`src/rtl/avr_io_uart_txfifo.sv`:
```
// avr_io_uart_txfifo
// Byte FIFO between the AVR UDR write path and the UART transmit core.
// The CPU can queue bytes without waiting on UDRE after every write. The
// head byte is offered to the core through tx_data/tx_strobe, and it is
// consumed on the edge where the core loads it: either the core is idle,
// or the core is on its last stop-bit tick (prefetch). Because of the
// prefetch load, back-to-back frames go out without an idle gap.
// Status flags (empty/full/udre/level) come from a registered occupancy
// counter, so wr_en has no combinational path to any flag or to tx_strobe.

module avr_io_uart_txfifo #(
    parameter int DEPTH_LOG2 = 4
) (
    input  logic                  clk,
    input  logic                  rst,
    input  logic                  wr_en,
    input  logic [7:0]            wr_data,
    input  logic                  flush,
    input  logic                  clr_ovf,
    input  logic                  tx_busy,
    input  logic                  tx_prefetch,
    output logic [7:0]            tx_data,
    output logic                  tx_strobe,
    output logic                  empty,
    output logic                  full,
    output logic                  udre,
    output logic                  all_sent,
    output logic [DEPTH_LOG2:0]   level,
    output logic                  overflow
);

    localparam int                  DEPTH      = 1 << DEPTH_LOG2;
    localparam logic [DEPTH_LOG2:0] LEVEL_FULL = (DEPTH_LOG2 + 1)'(DEPTH);
    localparam logic [DEPTH_LOG2:0] LEVEL_ONE  = (DEPTH_LOG2 + 1)'(1);
    localparam logic [DEPTH_LOG2-1:0] PTR_ONE  = DEPTH_LOG2'(1);

    // Storage and control state
    logic [7:0]            mem_q [DEPTH];
    logic [7:0]            mem_d [DEPTH];
    logic [DEPTH_LOG2-1:0] rd_ptr_q, rd_ptr_d;
    logic [DEPTH_LOG2-1:0] wr_ptr_q, wr_ptr_d;
    logic [DEPTH_LOG2:0]   level_q,  level_d;
    logic                  overflow_q, overflow_d;

    // Handshake terms for the current cycle
    logic pop;
    logic push;
    logic drop;
    logic do_push;
    logic do_pop;

    // Flags are decoded from the registered occupancy only
    always_comb begin
        empty     = (level_q == '0);
        full      = (level_q == LEVEL_FULL);
        udre      = ~full;
        tx_strobe = ~empty;
        all_sent  = empty & ~tx_busy;
        level     = level_q;
        overflow  = overflow_q;
        tx_data   = mem_q[rd_ptr_q];
    end

    // Decide what happens at the coming edge: pop, push, drop, flush
    always_comb begin
        pop     = tx_strobe & (~tx_busy | tx_prefetch);
        push    = wr_en & (~full | pop);
        drop    = wr_en & full & ~pop;
        do_push = push & ~flush;
        do_pop  = pop & ~flush;
    end

    // Next-state for pointers, occupancy and the sticky overflow flag
    always_comb begin
        rd_ptr_d   = rd_ptr_q;
        wr_ptr_d   = wr_ptr_q;
        level_d    = level_q;
        overflow_d = overflow_q;

        if (flush) begin
            // Discarding the queue: read side jumps to the write side
            rd_ptr_d = wr_ptr_q;
            level_d  = '0;
        end else begin
            if (do_push) begin
                wr_ptr_d = wr_ptr_q + PTR_ONE;
            end
            if (do_pop) begin
                rd_ptr_d = rd_ptr_q + PTR_ONE;
            end
            unique case ({do_push, do_pop})
                2'b10:   level_d = level_q + LEVEL_ONE;
                2'b01:   level_d = level_q - LEVEL_ONE;
                default: level_d = level_q;
            endcase
        end

        // A dropped byte sets the flag and wins over a same-cycle clear;
        // writes lost to a flush are not counted as drops
        if (drop & ~flush) begin
            overflow_d = 1'b1;
        end else if (clr_ovf) begin
            overflow_d = 1'b0;
        end
    end

    // Next-state for the byte array: only the write slot changes
    always_comb begin
        mem_d = mem_q;
        if (do_push) begin
            mem_d[wr_ptr_q] = wr_data;
        end
    end

    // Control registers with synchronous reset
    always_ff @(posedge clk) begin
        if (rst) begin
            rd_ptr_q   <= '0;
            wr_ptr_q   <= '0;
            level_q    <= '0;
            overflow_q <= 1'b0;
        end else begin
            rd_ptr_q   <= rd_ptr_d;
            wr_ptr_q   <= wr_ptr_d;
            level_q    <= level_d;
            overflow_q <= overflow_d;
        end
    end

    // Byte array; contents are meaningless until written, so no reset
    always_ff @(posedge clk) begin
        mem_q <= mem_d;
    end

endmodule

```
`config.mk`:
```
export PLATFORM = sky130hd
export DESIGN_NAME = avr_io_uart_txfifo
export DESIGN_NICKNAME = d
export VERILOG_FILES = /design/src/rtl/avr_io_uart_txfifo.sv
export SDC_FILE = /design/constraint.sdc
export NUM_CORES = 1
export LEC_CHECK = 0
export BUFFER_PORTS_ARGS = -buffer_cell sky130_fd_sc_hd__buf_4
export CAP_MARGIN = 40
export CORE_MARGIN = 2
export CORE_UTILIZATION = 45
export DETAILED_ROUTE_END_ITERATION = 10
export GPL_ROUTABILITY_DRIVEN = 0
export PLACE_DENSITY_LB_ADDON = 0.3
export SLEW_MARGIN = 20
export SYNTH_ARGS = -nofsm -noshare
export SYNTH_HDL_FRONTEND = slang
export SYNTH_SLANG_ARGS = --single-unit
```
`constraint.sdc`:
```
create_clock -name clk -period 3.1 [get_ports clk]
set_clock_uncertainty 0.1 [all_clocks]
set_input_delay 0.62 -clock clk [delete_from_list [all_inputs] [get_ports clk]]
set_output_delay 0.62 -clock clk [all_outputs]
set_load 0.1 [all_outputs]
```
==> results of run 1 <==
[sequential cells by signal (all words and copies together) (netlist names)]
register and count:
mem_q 128, wr_ptr_q 4, level 5, rd_ptr_q 4, overflow 1
[worst min-delay path by stage]
stage / startpoint / cells after the start / end / slack [ns]
global route: rst / 2 / wr_ptr_q[2] / 0.36
floorplan: wr_ptr_q[1] / 2 / wr_ptr_q[1] / 0.41
global placement: level[3] / 2 / level[3] / 0.42
finish: rst / 2 / wr_ptr_q[2] / 0.36
detailed placement: level[3] / 2 / level[3] / 0.43
CTS: rst / 2 / wr_ptr_q[2] / 0.34
[routing by layer]
| layer | track usage [%] | up-vias | share of wire (%) |
|---|---|---|---|
| li1 | - | 1441 | - |
| met1 | 23.8 | 1586 | 44 |
| met2 | 28.0 | 86 | 50 |
| met3 | 4.01 | 20 | 4.8 |
| met4 | 8.04 | 0 | 1.8 |
| met5 | 0 | - | 0 |
[cell usage after synthesis, drive strengths merged (5+ instances only)]
master	count
xor2	5
nor2	17
clkbuf	12
edfxtp	128
and3	13
a21oi	5
nand2	8
dfxtp	14
a22oi	16
nand3	5
ha	9
mux4	32
nor3	6
buf	8
inv	12
[area by class of cell]
class | instances | area, µm² | share of cell area [%]
Timing Repair Buffer | 46 | 383 | 5.47
Tap cell | 172 | 215 | 3.07
Clock buffer | 18 | 429 | 6.13
Multi-Input combinational cell | 161 | 1670 | 23.8
Sequential cell | 142 | 4140 | 59.1
Inverter | 12 | 48.8 | 0.697
Clock inverter | 14 | 119 | 1.70
[through the flow]
step / power, W / hold slack (ns)
5_1_grt: 0.00454 / 0.358
3_5_place_dp: 0.00258 / 0.430
6_report: 0.00441 / 0.363
2_1_floorplan: 0.00245 / 0.414
3_3_place_gp: 0.00257 / 0.423
4_1_cts: 0.00444 / 0.345
[power by group through the flow]
| stage | clock network, W | registers, W | logic [W] |
|---|---|---|---|
| floorplan | 0 | 0.00215 | 0.000299 |
| finish | 0.00187 | 0.00211 | 0.000422 |
| global route | 0.00198 | 0.00211 | 0.000446 |
| global placement | 0 | 0.00215 | 0.000422 |
| CTS | 0.00190 | 0.00211 | 0.000428 |
| detailed placement | 0 | 0.00215 | 0.000427 |
[critical path, delay by kind of cell, from the launching register on]
| kind | cells | cell delay, ns |
|---|---|---|
| flops | 1 | 0.48 |
| mux | 1 | 0.52 |
| simple gates | 1 | 0.13 |
| buf+inv | 2 | 0.43 |
| compound gates | 1 | 0.29 |
[cells by family (layout without fill, tap and decap cells)]
group                      count (synthesis)  in the layout
AOI/OAI and AO/OA                         40             40
xor gates and xnor gates                   8              8
adders and majority gates                  9              9
buffers and inverters                     32             90
DFF                                      142            142
muxes                                     34             34
and+or+nand+nor                           70             70
==> impl_metrics.csv, run 1 <==
group,metric,value,unit
finish,final_layout_size_suffix_gt1_share,32.8,%
min_path,hp-class,"primary input to flop",
job,maxCapViolations,0,
outcome,outcome,"finished clean",
die,core-area,12700,µm²
place,dp_hpwl,7550,µm
timing,finalWorstSetupSlack,0.114,ns
pwr,pwr-share-seq,48.0,%
place,dp.cells,533,
synth,synthArstFlopShare,0,%
finish,final_util,55.1,%
place,place_area,6450,µm²
synth,synth_top_family_by_area,"multiplexers",
critical_path,critPathLaunch,"rd_ptr_q[0]",
pwr,clkPwrFrac,42.5,%
routing,ant_nets,0,
die,dieArea,14000,µm²
routing,drt-total-wl,11600,µm
synth,yosysTopAreaCellShare,65.2,%
finish,nFillCells,1051,
clock_tree,ctsRootBufferMaster,"clkbuf_16",
timing,rsz0062_at_grt,"no",
routing,drc,0,
clock_tree,cts_inserted_buffers,17,
routing,wire_per_inst,20.5,µm
routing,drtIter0Drc,284,
finish,design_area,7000,µm²
clock_tree,cts_buffer_depth,2,
critical_path,path_max_fanout,9,
synth,synth_fa_ha_area_share,1.91,%
synth,mappedNetlistArea,5900,µm²
pwr,p_comb_share,9.6,%
clock_tree,cts_resized,1,
finish,final_common_cell,"edfxtp_1",
critical_path,crit-reg2reg-launch,"level[0]",
routing,first_pass_iters,4,
place,post-place-ws,0.206,ns
finish,final_cells,565,
synth,yosysTopAreaCell,"edfxtp_1",
critical_path,reg2reg_slack,0.20,ns
critical_path,critical_path.max_stage_delay,0.52,ns
timing,finalSetupViolCount,0,
synth,syn_inst,335,
global_route,gr-usage-all-layers,17.8,%
critical_path,worst-r2r-cell-count,10,
clock_tree,cts_tree,"yes",
synth,synth-seq-cells,142,
pwr,swShare,24.3,%
synth,synth_edf_count,128,
place,io_buffers,33,
synth,synth_ff_type,"edfxtp_1",
finish,final_nets,404,
finish,areaGrowthSynthToFinish,18.7,%
critical_path,crit_slowest_cell,"mux4_2",
clock_tree,clock_sinks,142,
global_route,grt_pass1_wl,18200,µm
clock_tree,clock_latency,0.42,ns
finish,most-common-layout-cells,"edfxtp_1, buf_4, mux4_2",
die,die_h,119,µm
critical_path,worstPathRequired,2.38,ns
pwr,power.switching,0.00107,W
critical_path,start_kind,"flop",
synth,synthSimpleGateAreaFrac,6.89,%
synth,syn-num-nets,359,
clock_tree,htree_levels,4,
clock_tree,cts_setup_buffers,0,
routing,avgViaCountPerCell,5.55,
synth,synth_cell_types,51,
synth,synth_xor_area_share,1.19,%
critical_path,crit_type,"flop to output pin",
finish,insertedDiodeCount,0,
routing,dr_total_vias,3133,
clock_tree,cts.clk_slew.worst_paths,0.06,ns
global_route,grt_overflow,0,
timing,report.final.slew_viol_count,0,
timing,fin_crit_sh,96.3,%
timing,fin_crit,2.99,ns
timing,max-slew-margin-rel,58.3,%
critical_path,reg2reg_to,"level[2]",
synth,synth_mux_area_share,12.6,%
synth,yosys_warnings,0,
pwr,p_int,0.00334,W
critical_path,end_kind,"output pin",
critical_path,crit_end,"tx_data[0]",
timing,tns,0,ns
pwr,powerDensity,629,nW/µm²
die,io_pins,34,
global_route,antenna_found_initial,0,
pwr,ir_drop,384,µV
pwr,p_leak,2.38,nW
critical_path,crit_chain,"buf_12 > mux4_2 > a22oi_1 > nand2_1 > buf_4",
timing,final_hold_viol_count,0,
timing,fmax,335,MHz
die,die_w,119,µm
global_route,grt_pass1_vias,3170,
synth,avgSynthCellArea,17.6,µm²
synth,synth_compound_area_share,5.24,%
critical_path,worstPathArrival,2.27,ns
synth,ys_seq_area_share,69.9,%
clock_tree,cts_hold_repair.buffers,0,
global_route,grt_start_max_net_pins,25,
synth,ys_top_cells_by_area,"edfxtp_1, mux4_2, dfxtp_1",
die,initial_core_util,46.4,%
die,rows,41,
timing,tightest_slew,0.621,ns
No activity file was read; power rests on OpenSTA's default activity.
==> run 2: changes to the inputs <==
Clock period 3.1 ns to 2.95 ns, I/O delays scaled along.
==> impl_metrics.csv, run 2 (synthesis results as in run 1) <==
group,metric,value,unit
pwr,p_total,0.00506,W
die,io_pins,34,
critical_path,crit_type,"flop to output pin",
routing,ant_nets,0,
timing,fin_crit_sh,97.3,%
timing,whs,0.338,ns
finish,ff_latch_area,4140,µm²
finish,final_layout_size_suffix_gt1_share,33.8,%
timing,final_hold_viol_count,0,
finish,areaGrowthSynthToFinish,21.0,%
place,place_area,6440,µm²
timing,tightest_slew,0.564,ns
clock_tree,cts_inserted_buffers,17,
pwr,pwr-share-seq,43.8,%
finish,design_area,7140,µm²
global_route,gr-usage-all-layers,18.2,%
die,rows,41,
pwr,p_int,0.00394,W
critical_path,start_kind,"flop",
clock_tree,clock_sinks,142,
finish,largest_reg_flops,128,
global_route,grt_pass1_wl,18700,µm
die,core-area,12700,µm²
routing,drtIter0Drc,303,
timing,rsz0062_at_grt,"no",
routing,first_pass_iters,5,
die,die_w,119,µm
timing,tns,0,ns
pwr,ir_drop,327,µV
routing,wire_per_inst,21.2,µm
place,post-place-ws,0.137,ns
pwr,clkPwrFrac,47.2,%
finish,insertedDiodeCount,0,
routing,avgViaCountPerCell,5.69,
pwr,power.switching,0.00112,W
finish,most-common-layout-cells,"edfxtp_1, buf_4, mux4_2",
timing,finalSetupViolCount,0,
clock_tree,clock_latency,0.41,ns
clock_tree,ctsRootBufferMaster,"clkbuf_16",
clock_tree,cts_buffer_depth,2,
clock_tree,htree_levels,4,
global_route,grt_overflow,0,
timing,finalWorstSetupSlack,0.0806,ns
timing,fmax,349,MHz
die,dieArea,14000,µm²
finish,regMostFlops,"mem_q",
global_route,grt_start_max_net_pins,24,
routing,drc,0,
job,maxCapViolations,0,
finish,final_common_cell,"edfxtp_1",
clock_tree,cts.clk_slew.worst_paths,0.06,ns
timing,max-slew-margin-rel,62.4,%
place,io_buffers,33,
pwr,powerDensity,709,nW/µm²
finish,final_nets,405,
pwr,p_comb_share,8.9,%
routing,drt-total-wl,12000,µm
min_path,hp-class,"primary input to flop",
critical_path,worstPathArrival,2.18,ns
die,initial_core_util,46.4,%
global_route,antenna_found_initial,0,
outcome,outcome,"finished clean",
place,dp_hpwl,7650,µm
pwr,swShare,22.2,%
critical_path,end_kind,"output pin",
routing,dr_total_vias,3221,
finish,nFillCells,1029,
critical_path,worstPathRequired,2.26,ns
clock_tree,cts_tree,"yes",
finish,multiInputGateArea,1690,µm²
critical_path,path_max_fanout,20,
die,die_h,119,µm
timing,fin_crit,2.87,ns
timing,report.final.slew_viol_count,0,
pwr,p_leak,2.43,nW
global_route,grt_pass1_vias,3270,
-- run 2: changes by cell type in the layout (fill, tap and decap cells not counted), sizes merged --
cell	previous run	this run
buf	46	47
bufinv	1	6
clkinv	8	3
clkinvlp	4	5
inv	13	12
-- run 2: timing repair --
action / in CTS / in global routing
hold endpoints to repair: 0 / 0
setup buffers: 0 / 0
gates resized for setup: 1 / 5
hold buffers: 0 / 0
endpoints found under the setup margin: 3 / 6
-- run 2: area by class of cell --
class,instances,share of cell area (%)
sequential,142,58.0
multi-input combinational,161,23.7
clock buffer,18,6.01
timing repair buffer,47,5.30
clock inverter,14,3.37
tap,172,3.02
inverter,12,0.684
-- run 2: layer usage --
layer  vias to the layer above  GRT usage, %  routed length, µm
met4                         0          6.40                123
met2                       106          29.7               6160
met5                         -             0                  0
li1                       1438             -                  -
met3                        15          4.78                625
met1                      1662          23.7               5110
-- run 2: metrics by stage --
step           cells  util [%]
2_1_floorplan    335         -
3_3_place_gp     534      50.6
3_5_place_dp     534      50.6
4_1_cts          566      55.9
5_1_grt          566      56.1
6_report         566      56.1
-- run 2: final timing paths --
check | start | to | slack [ns] | cells past startpoint
setup / recovery | rd_ptr_q[0] | tx_data[3] | 0.08 | 5
hold / removal | rst | rd_ptr_q[0] | 0.34 | 2
setup reg to reg | level[0] | level[2] | 0.16 | 10
hold reg to reg | level[3] | level[3] | 0.43 | 2
-- run 2: worst max-delay path: stages, from the launching register on --
cell	delay [ns]
dfxtp_2	0.37
buf_12	0.20
mux4_2	0.54
a22oi_2	0.27
nand2_1	0.11
buf_4	0.24
-- run 2: power by group through the flow --
| stage | combinational (W) | clock [W] | sequential (W) |
|---|---|---|---|
| after floorplan | 0.000314 | 0 | 0.00226 |
| after global placement | 0.000443 | 0 | 0.00226 |
| after detailed placement | 0.000449 | 0 | 0.00226 |
| after CTS | 0.000452 | 0.00242 | 0.00222 |
| after global routing | 0.000479 | 0.00249 | 0.00222 |
| final | 0.000451 | 0.00239 | 0.00222 |
